$ cat config.mk
export PLATFORM = sky130hd
export DESIGN_NAME = game_sequencer
export DESIGN_NICKNAME = d
export VERILOG_FILES = /design/src/rtl/game_pkg.sv /design/src/rtl/btn_debounce.sv /design/src/rtl/game_sequencer.sv
export SDC_FILE = /design/constraint.sdc
export NUM_CORES = 1
export LEC_CHECK = 0
export ABC_AREA = 1
export CAP_MARGIN = 20
export CORE_ASPECT_RATIO = 1.4
export CORE_MARGIN = 1.5
export CORE_UTILIZATION = 50
export CTS_BUF_LIST = sky130_fd_sc_hd__clkbuf_16
export DETAILED_ROUTE_END_ITERATION = 8
export HOLD_SLACK_MARGIN = 0.1
export PLACE_DENSITY = 0.76
export SYNTH_ARGS = -nofsm -noshare
export SYNTH_HDL_FRONTEND = slang
export SYNTH_SLANG_ARGS = --single-unit
$ cat constraint.sdc
create_clock -name clk -period 4.1 [get_ports clk]
set_clock_uncertainty 0.15 [all_clocks]
set_input_delay 0.615 -clock clk [delete_from_list [all_inputs] [get_ports clk]]
set_output_delay 0.615 -clock clk [all_outputs]
set_load 0.02 [all_outputs]
$ cat src/rtl/game_pkg.sv
// Shared encodings and BCD helpers for the game-flow controller.
// The score is three packed BCD digits: {hundreds, tens, ones}.
package game_pkg;

    localparam logic [1:0] ST_IDLE  = 2'b00;
    localparam logic [1:0] ST_PLAY  = 2'b01;
    localparam logic [1:0] ST_DYING = 2'b10;
    localparam logic [1:0] ST_OVER  = 2'b11;

    localparam int BCD_W   = 4;
    localparam int SCORE_W = 12;

    function automatic logic bcd_gt(input logic [SCORE_W-1:0] a, input logic [SCORE_W-1:0] b);
        if (a[11:8] != b[11:8]) return a[11:8] > b[11:8];
        if (a[7:4] != b[7:4])   return a[7:4] > b[7:4];
        return a[3:0] > b[3:0];
    endfunction

    // Ripple ones->tens->hundreds; holds at 999 instead of wrapping.
    function automatic logic [SCORE_W-1:0] bcd_inc_sat(input logic [SCORE_W-1:0] a);
        logic [SCORE_W-1:0] r;
        r = a;
        if (a != 12'h999) begin
            if (a[3:0] != 4'd9) begin
                r[3:0] = a[3:0] + 4'd1;
            end else begin
                r[3:0] = 4'd0;
                if (a[7:4] != 4'd9) begin
                    r[7:4] = a[7:4] + 4'd1;
                end else begin
                    r[7:4]  = 4'd0;
                    r[11:8] = a[11:8] + 4'd1;
                end
            end
        end
        return r;
    endfunction

endpackage

$ cat src/rtl/btn_debounce.sv
// Button conditioner: 2-FF synchroniser, hold-time debounce, one-cycle press pulse on accepted 0->1.
// Latency raw->press is 2 + DEBOUNCE_CYC cycles; no backpressure.
module btn_debounce #(
    parameter int DEBOUNCE_CYC = 250000
) (
    input  logic clk,
    input  logic rst,
    input  logic raw,
    output logic level,
    output logic press
);

    localparam int CNT_W = (DEBOUNCE_CYC > 1) ? $clog2(DEBOUNCE_CYC) : 1;
    localparam logic [CNT_W-1:0] CNT_LAST = CNT_W'(DEBOUNCE_CYC - 1);

    logic [1:0]       sync;
    logic [CNT_W-1:0] cnt;

    // The count only runs while the synced level disagrees with the accepted one,
    // so any bounce back to the accepted level restarts it.
    always_ff @(posedge clk or negedge rst) begin
        if (!rst) begin
            sync  <= 2'b00;
            cnt   <= '0;
            level <= 1'b0;
            press <= 1'b0;
        end else begin
            sync  <= {sync[0], raw};
            press <= 1'b0;
            if (sync[1] != level) begin
                if (cnt == CNT_LAST) begin
                    level <= sync[1];
                    press <= sync[1];
                    cnt   <= '0;
                end else begin
                    cnt <= cnt + 1'b1;
                end
            end else begin
                cnt <= '0;
            end
        end
    end

endmodule

$ cat src/rtl/game_sequencer.sv
// Game-flow controller: IDLE/PLAY/DYING/OVER FSM, BCD score with per-frame increment limit, best score.
// Press to state change is 1 cycle; outputs are registered; no backpressure.
module game_sequencer
    import game_pkg::*;
#(
    parameter int DEBOUNCE_CYC = 250000,
    parameter int DYING_FRAMES = 30
) (
    input  logic        clk,
    input  logic        rst,
    input  logic        vneg,
    input  logic        dn,
    input  logic        btn,
    input  logic        collide,
    input  logic        pass,
    output logic        start,
    output logic        fail,
    output logic        up,
    output logic [1:0]  state,
    output logic [3:0]  ge,
    output logic [3:0]  shi,
    output logic [3:0]  bai,
    output logic [11:0] best,
    output logic        new_best
);

    localparam logic [7:0] DYING_LAST = 8'(DYING_FRAMES - 1);

    logic               flap_level, flap_press, restart_press;
    logic [2:0]         vsync;
    logic               frame_tick;
    logic [1:0]         st_q, st_nxt;
    logic               start_nxt, fail_nxt;
    logic [7:0]         dying_cnt;
    logic [SCORE_W-1:0] score;
    logic               pass_q, scored, inc;

    btn_debounce #(.DEBOUNCE_CYC(DEBOUNCE_CYC)) u_flap (
        .clk(clk), .rst(rst), .raw(~dn), .level(flap_level), .press(flap_press)
    );

    btn_debounce #(.DEBOUNCE_CYC(DEBOUNCE_CYC)) u_restart (
        .clk(clk), .rst(rst), .raw(btn), .level(), .press(restart_press)
    );

    assign frame_tick = vsync[1] & ~vsync[2];
    assign inc = (st_q == ST_PLAY) & pass & ~pass_q & ~collide & ~scored;

    always_ff @(posedge clk or negedge rst) begin
        if (!rst) begin
            st_q  <= ST_IDLE;
            start <= 1'b0;
            fail  <= 1'b0;
            up    <= 1'b0;
        end else begin
            st_q  <= st_nxt;
            start <= start_nxt;
            fail  <= fail_nxt;
            up    <= flap_level & (st_nxt == ST_PLAY);
        end
    end

    always_comb begin
        st_nxt = st_q;
        case (st_q)
            ST_IDLE:  if (flap_press) st_nxt = ST_PLAY;
            ST_PLAY:  if (collide) st_nxt = ST_DYING;
            ST_DYING: if (frame_tick && dying_cnt == DYING_LAST) st_nxt = ST_OVER;
            default:  if (restart_press) st_nxt = ST_IDLE;
        endcase
    end

    always_comb begin
        start_nxt = (st_nxt == ST_PLAY);
        fail_nxt  = (st_nxt == ST_DYING) | (st_nxt == ST_OVER);
    end

    assign state = st_q;
    assign {bai, shi, ge} = score;

    always_ff @(posedge clk or negedge rst) begin
        if (!rst) begin
            vsync     <= 3'b000;
            pass_q    <= 1'b0;
            scored    <= 1'b0;
            dying_cnt <= 8'd0;
            score     <= '0;
            best      <= '0;
            new_best  <= 1'b0;
        end else begin
            vsync  <= {vsync[1:0], vneg};
            pass_q <= pass;

            // One scoring pass edge per frame; the window reopens on the next frame tick.
            if (st_q != ST_PLAY) scored <= 1'b0;
            else if (inc)        scored <= 1'b1;
            else if (frame_tick) scored <= 1'b0;

            if (st_q != ST_DYING) dying_cnt <= 8'd0;
            else if (frame_tick)  dying_cnt <= dying_cnt + 8'd1;

            if (st_q == ST_OVER && st_nxt == ST_IDLE) score <= '0;
            else if (inc)                             score <= bcd_inc_sat(score);

            if (st_q == ST_DYING && st_nxt == ST_OVER) begin
                if (bcd_gt(score, best)) begin
                    best     <= score;
                    new_best <= 1'b1;
                end
            end else if (st_q == ST_OVER && st_nxt == ST_IDLE) begin
                new_best <= 1'b0;
            end
        end
    end

endmodule

==> qor.yml <==
run_status:
  status: "complete, no violations"
logic_synthesis:
  synthesis.area_um2: 4630
  syn_area_per_cell_um2: 7.85
  unique_cell_type_count_in_the_yosys_netlist: 27
  synth_top_family_by_area: "simple AND/OR/NAND/NOR gates"
  total_of_flip_flops_plus_latches_after_synthesis: 87
  simple_logic_cell_fraction_of_the_synthesized_area_pct: 30.2
  synth_compound_gate_area_share_pct: 4.19
  synth_seq_area_share_pct: 47.0
  yosys.area_share.adder_pct: 5.95
  syn_inst: 590
  synth.yosys.warnings: 0
  synth_xor_area_share_pct: 4.73
  post_synth_net_total: 619
  muxShareOfSynthArea_pct: 0
die:
  core_area_um2: 9030
  die_h_um: 117
  initial_utilization_pct: 51.3
  floorplan.rows: 41
  die_x_um: 84.3
  number_of_top_level_pins: 37
  die_area_um2: 9850
power_and_ir_drop:
  power.density_nw_per_um2: 345
  vdd_drop_max_v: 0.000292
  power_leakage_nw: 2.52
critical_path:
  critical_path.n_buffers_inverters: 2
  critPathRequiredTime_ns: 4.23
  crit_path_max_fanout: 14
  cp_num_cells: 9
  critical_path.top_delay_family: "simple AND/OR/NAND/NOR gates"
  timing.critical_path.from_type: "register"
  criticalPathCategory: "reg -> reg"
  cpPeakStageDelay_ns: 0.49
  cp_data_arrival_time_ns: 2.42
  worst_path_most_repeated_cell: "sky130_fd_sc_hd__nand2_1"
  crit_path_cell_trace: "ha_1 -> nand2_1 -> inv_1 -> nand3_1 -> inv_1 -> nand3_1 -> nand2_2 -> nand2_1 -> nand2_1"
  worstRegToRegCells: 9
  endpoint_type_of_the_worst_setup_path: "register"
  crit_path_top_delay_cell: "sky130_fd_sc_hd__dfrtp_1"
clock_network:
  path_clk_slew_ns: 0.06
  root_buffer: "sky130_fd_sc_hd__clkbuf_16"
  tritoncts_num_sinks: 87
  post_cts_resized: 0
  ctsLongestPathBuffers: 2
  source_to_sink_clock_delay_at_the_later_pin_of_the_worst_skew_pair_ns: 0.34
  h-tree-depth: 3
  post_cts_buffers: 0
  cts_tree: "yes"
  hold_buffers: 0
  numCtsBuffers: 9
placed_design:
  post_dp_area_um2: 5110
  gp_congestion: 0.952
  port-buffer-count: 36
  hpwl_after_dpl_um: 6980
global_route:
  grt.total_usage_pct: 20.6
  number_of_global_route_vias_before_repair: 3708
  number_of_antenna_violations_at_the_first_check_in_global_routing: 0
  grt_max_degree: 62
  globalRouteOverflowTotal: 0
  wire_length_of_the_first_global_routing_pass_um: 16300
layout:
  layout.cells.most_common: "sky130_fd_sc_hd__nand2_1"
  area_delta_synth_final_pct: 16.2
  layout.filler_cells: 765
  final_cell_area_um2: 5380
  share_of_layout_cells_above_drive_strength_1_pct: 5.63
  antenna_cells: 0
  layout_common_cells: "135 x sky130_fd_sc_hd__nand2_1, 97 x sky130_fd_sc_hd__nor2_1, 87 x sky130_fd_sc_hd__inv_1, 87 x sky130_fd_sc_hd__dfrtp_1, 42 x sky130_fd_sc_hd__nand3_1"
  finalCoreUtilization_pct: 59.6
  fin_nets: 664
timing:
  timing.fmax_mhz: 435
  final.hold.worst_slack_ns: 0.197
  max_slew_margin_pct: 51.2
  final-hold-violation-count: 0
  layout_worst_path_cycle_share_pct: 56.0
  report.final.setup_viol: 0
  finalMaxSlewViolations: 0
  worst_slew_pin_slew_ns: 0.732
  setup_repair_after_global_routing_missed_its_margin: "false"
  setup-tns-final_ns: 0
  timing.final.crit_period_ns: 2.30
flow_run:
  drv_cap: 0
detailed_routing:
  drtPass1Iterations: 5
  postRouteWirelength_um: 9410
  detailed_route_vias_per_instance: 5.21
  routed_wire_length_per_instance_um: 12.6
  drtAntennaViolNets: 0
  vias: 3891
  dr.first_iter.drc_count: 197
  detail_route.drc_violations: 0
hold_path:
  hold_path_class: "in -> async"
## cell usage after synthesis (all sizes together)
cell type,number,area (um^2)
nand2,139,532
nand3b,2,15.0
nor4,1,6.26
xnor2,4,35.0
buf,2,18.8
xor2,21,184
nand4,13,81.3
dfrtp,87,2180
clkbuf,1,3.75
nand3,43,220
a21oi,18,90.1
nor3b,4,30.0
nor3,16,85.1
ha,22,275
nor2,104,418
o22ai,3,18.8
or2,2,12.5
o21ai,17,85.1
inv,91,342
## where the power goes
| part | leakage (nW) | internal [mW] | switching [mW] | total [mW] |
|---|---|---|---|---|
| clock | 0.134 | 0.411 | 0.336 | 0.747 |
| combinational | 1.21 | 0.0624 | 0.117 | 0.180 |
| sequential | 1.18 | 0.892 | 0.0375 | 0.929 |
## worst register-to-register path, delay by kind of cell, from the launching register on
kind	cells	cell delay [ns]
buffers and inverters	2	0.16
AND/OR/NAND/NOR	6	1.10
flip-flops	1	0.49
adder cells (fa/ha/maj)	1	0.33
## through the flow
stage	power, mW	instances	setup slack, ns
6_report	1.86	747	1.80
5_1_grt	1.94	747	1.60
4_1_cts	1.87	747	1.80
3_5_place_dp	1.13	731	1.61
3_3_place_gp	1.12	731	1.68
2_1_floorplan	1.05	590	2.17
## flip-flops by register name, indices dropped and copies added (netlist names)
name,cells
best,12
dying_cnt,8
fail,1
new_best,1
pass_q,1
score,12
scored,1
start,1
state,2
u_flap.cnt,18
u_flap.level,1
u_flap.press,1
u_flap.sync,2
u_restart.cnt,18
u_restart.level,1
u_restart.press,1
u_restart.sync,2
up,1
vsync,3
## per-layer routing
layer  vias to the layer above  GRT usage (%)  wire length [um]
met5                         -              0                 0
met1                      1830           23.8              4040
met4                         0           9.29               222
met3                        18           4.49               392
met2                       101           36.7              4760
li1                       1942              -                 -
## cell families (layout without fill, tap and decap cells)
| kind of cell | Yosys count | after routing |
|---|---|---|
| AO/OA/AOI/OAI | 38 | 38 |
| buffers and inverters | 94 | 144 |
| XOR/XNOR | 25 | 25 |
| flip-flops | 87 | 87 |
| AND/OR/NAND/NOR | 324 | 324 |
| adder cells (fa/ha/maj) | 22 | 22 |
## area by class of cell
cell class,instances,area [um^2],area share [%]
multi-input cells,409,2090,38.8
well taps,107,134,2.49
clock buffers,9,225,4.19
inverters,91,342,6.35
flip-flops and latches,87,2180,40.5
repair buffers,37,365,6.79
clock inverters,7,47.5,0.884
## worst paths after layout
kind | slack [ns] | end | from
worst max-delay path | 1.80 | best[8] | score[10]
worst min-delay path | 0.20 | dying_cnt[2] | rst
worst max register to register | 1.80 | best[8] | score[10]
worst min register to register | 0.20 | u_restart.sync[1] | u_restart.sync[0]
max in group asynchronous | 2.77 | u_restart.cnt[9] | rst
min in group clk | 0.20 | u_restart.sync[1] | u_restart.sync[0]
(Power assumes the default switching activity.)
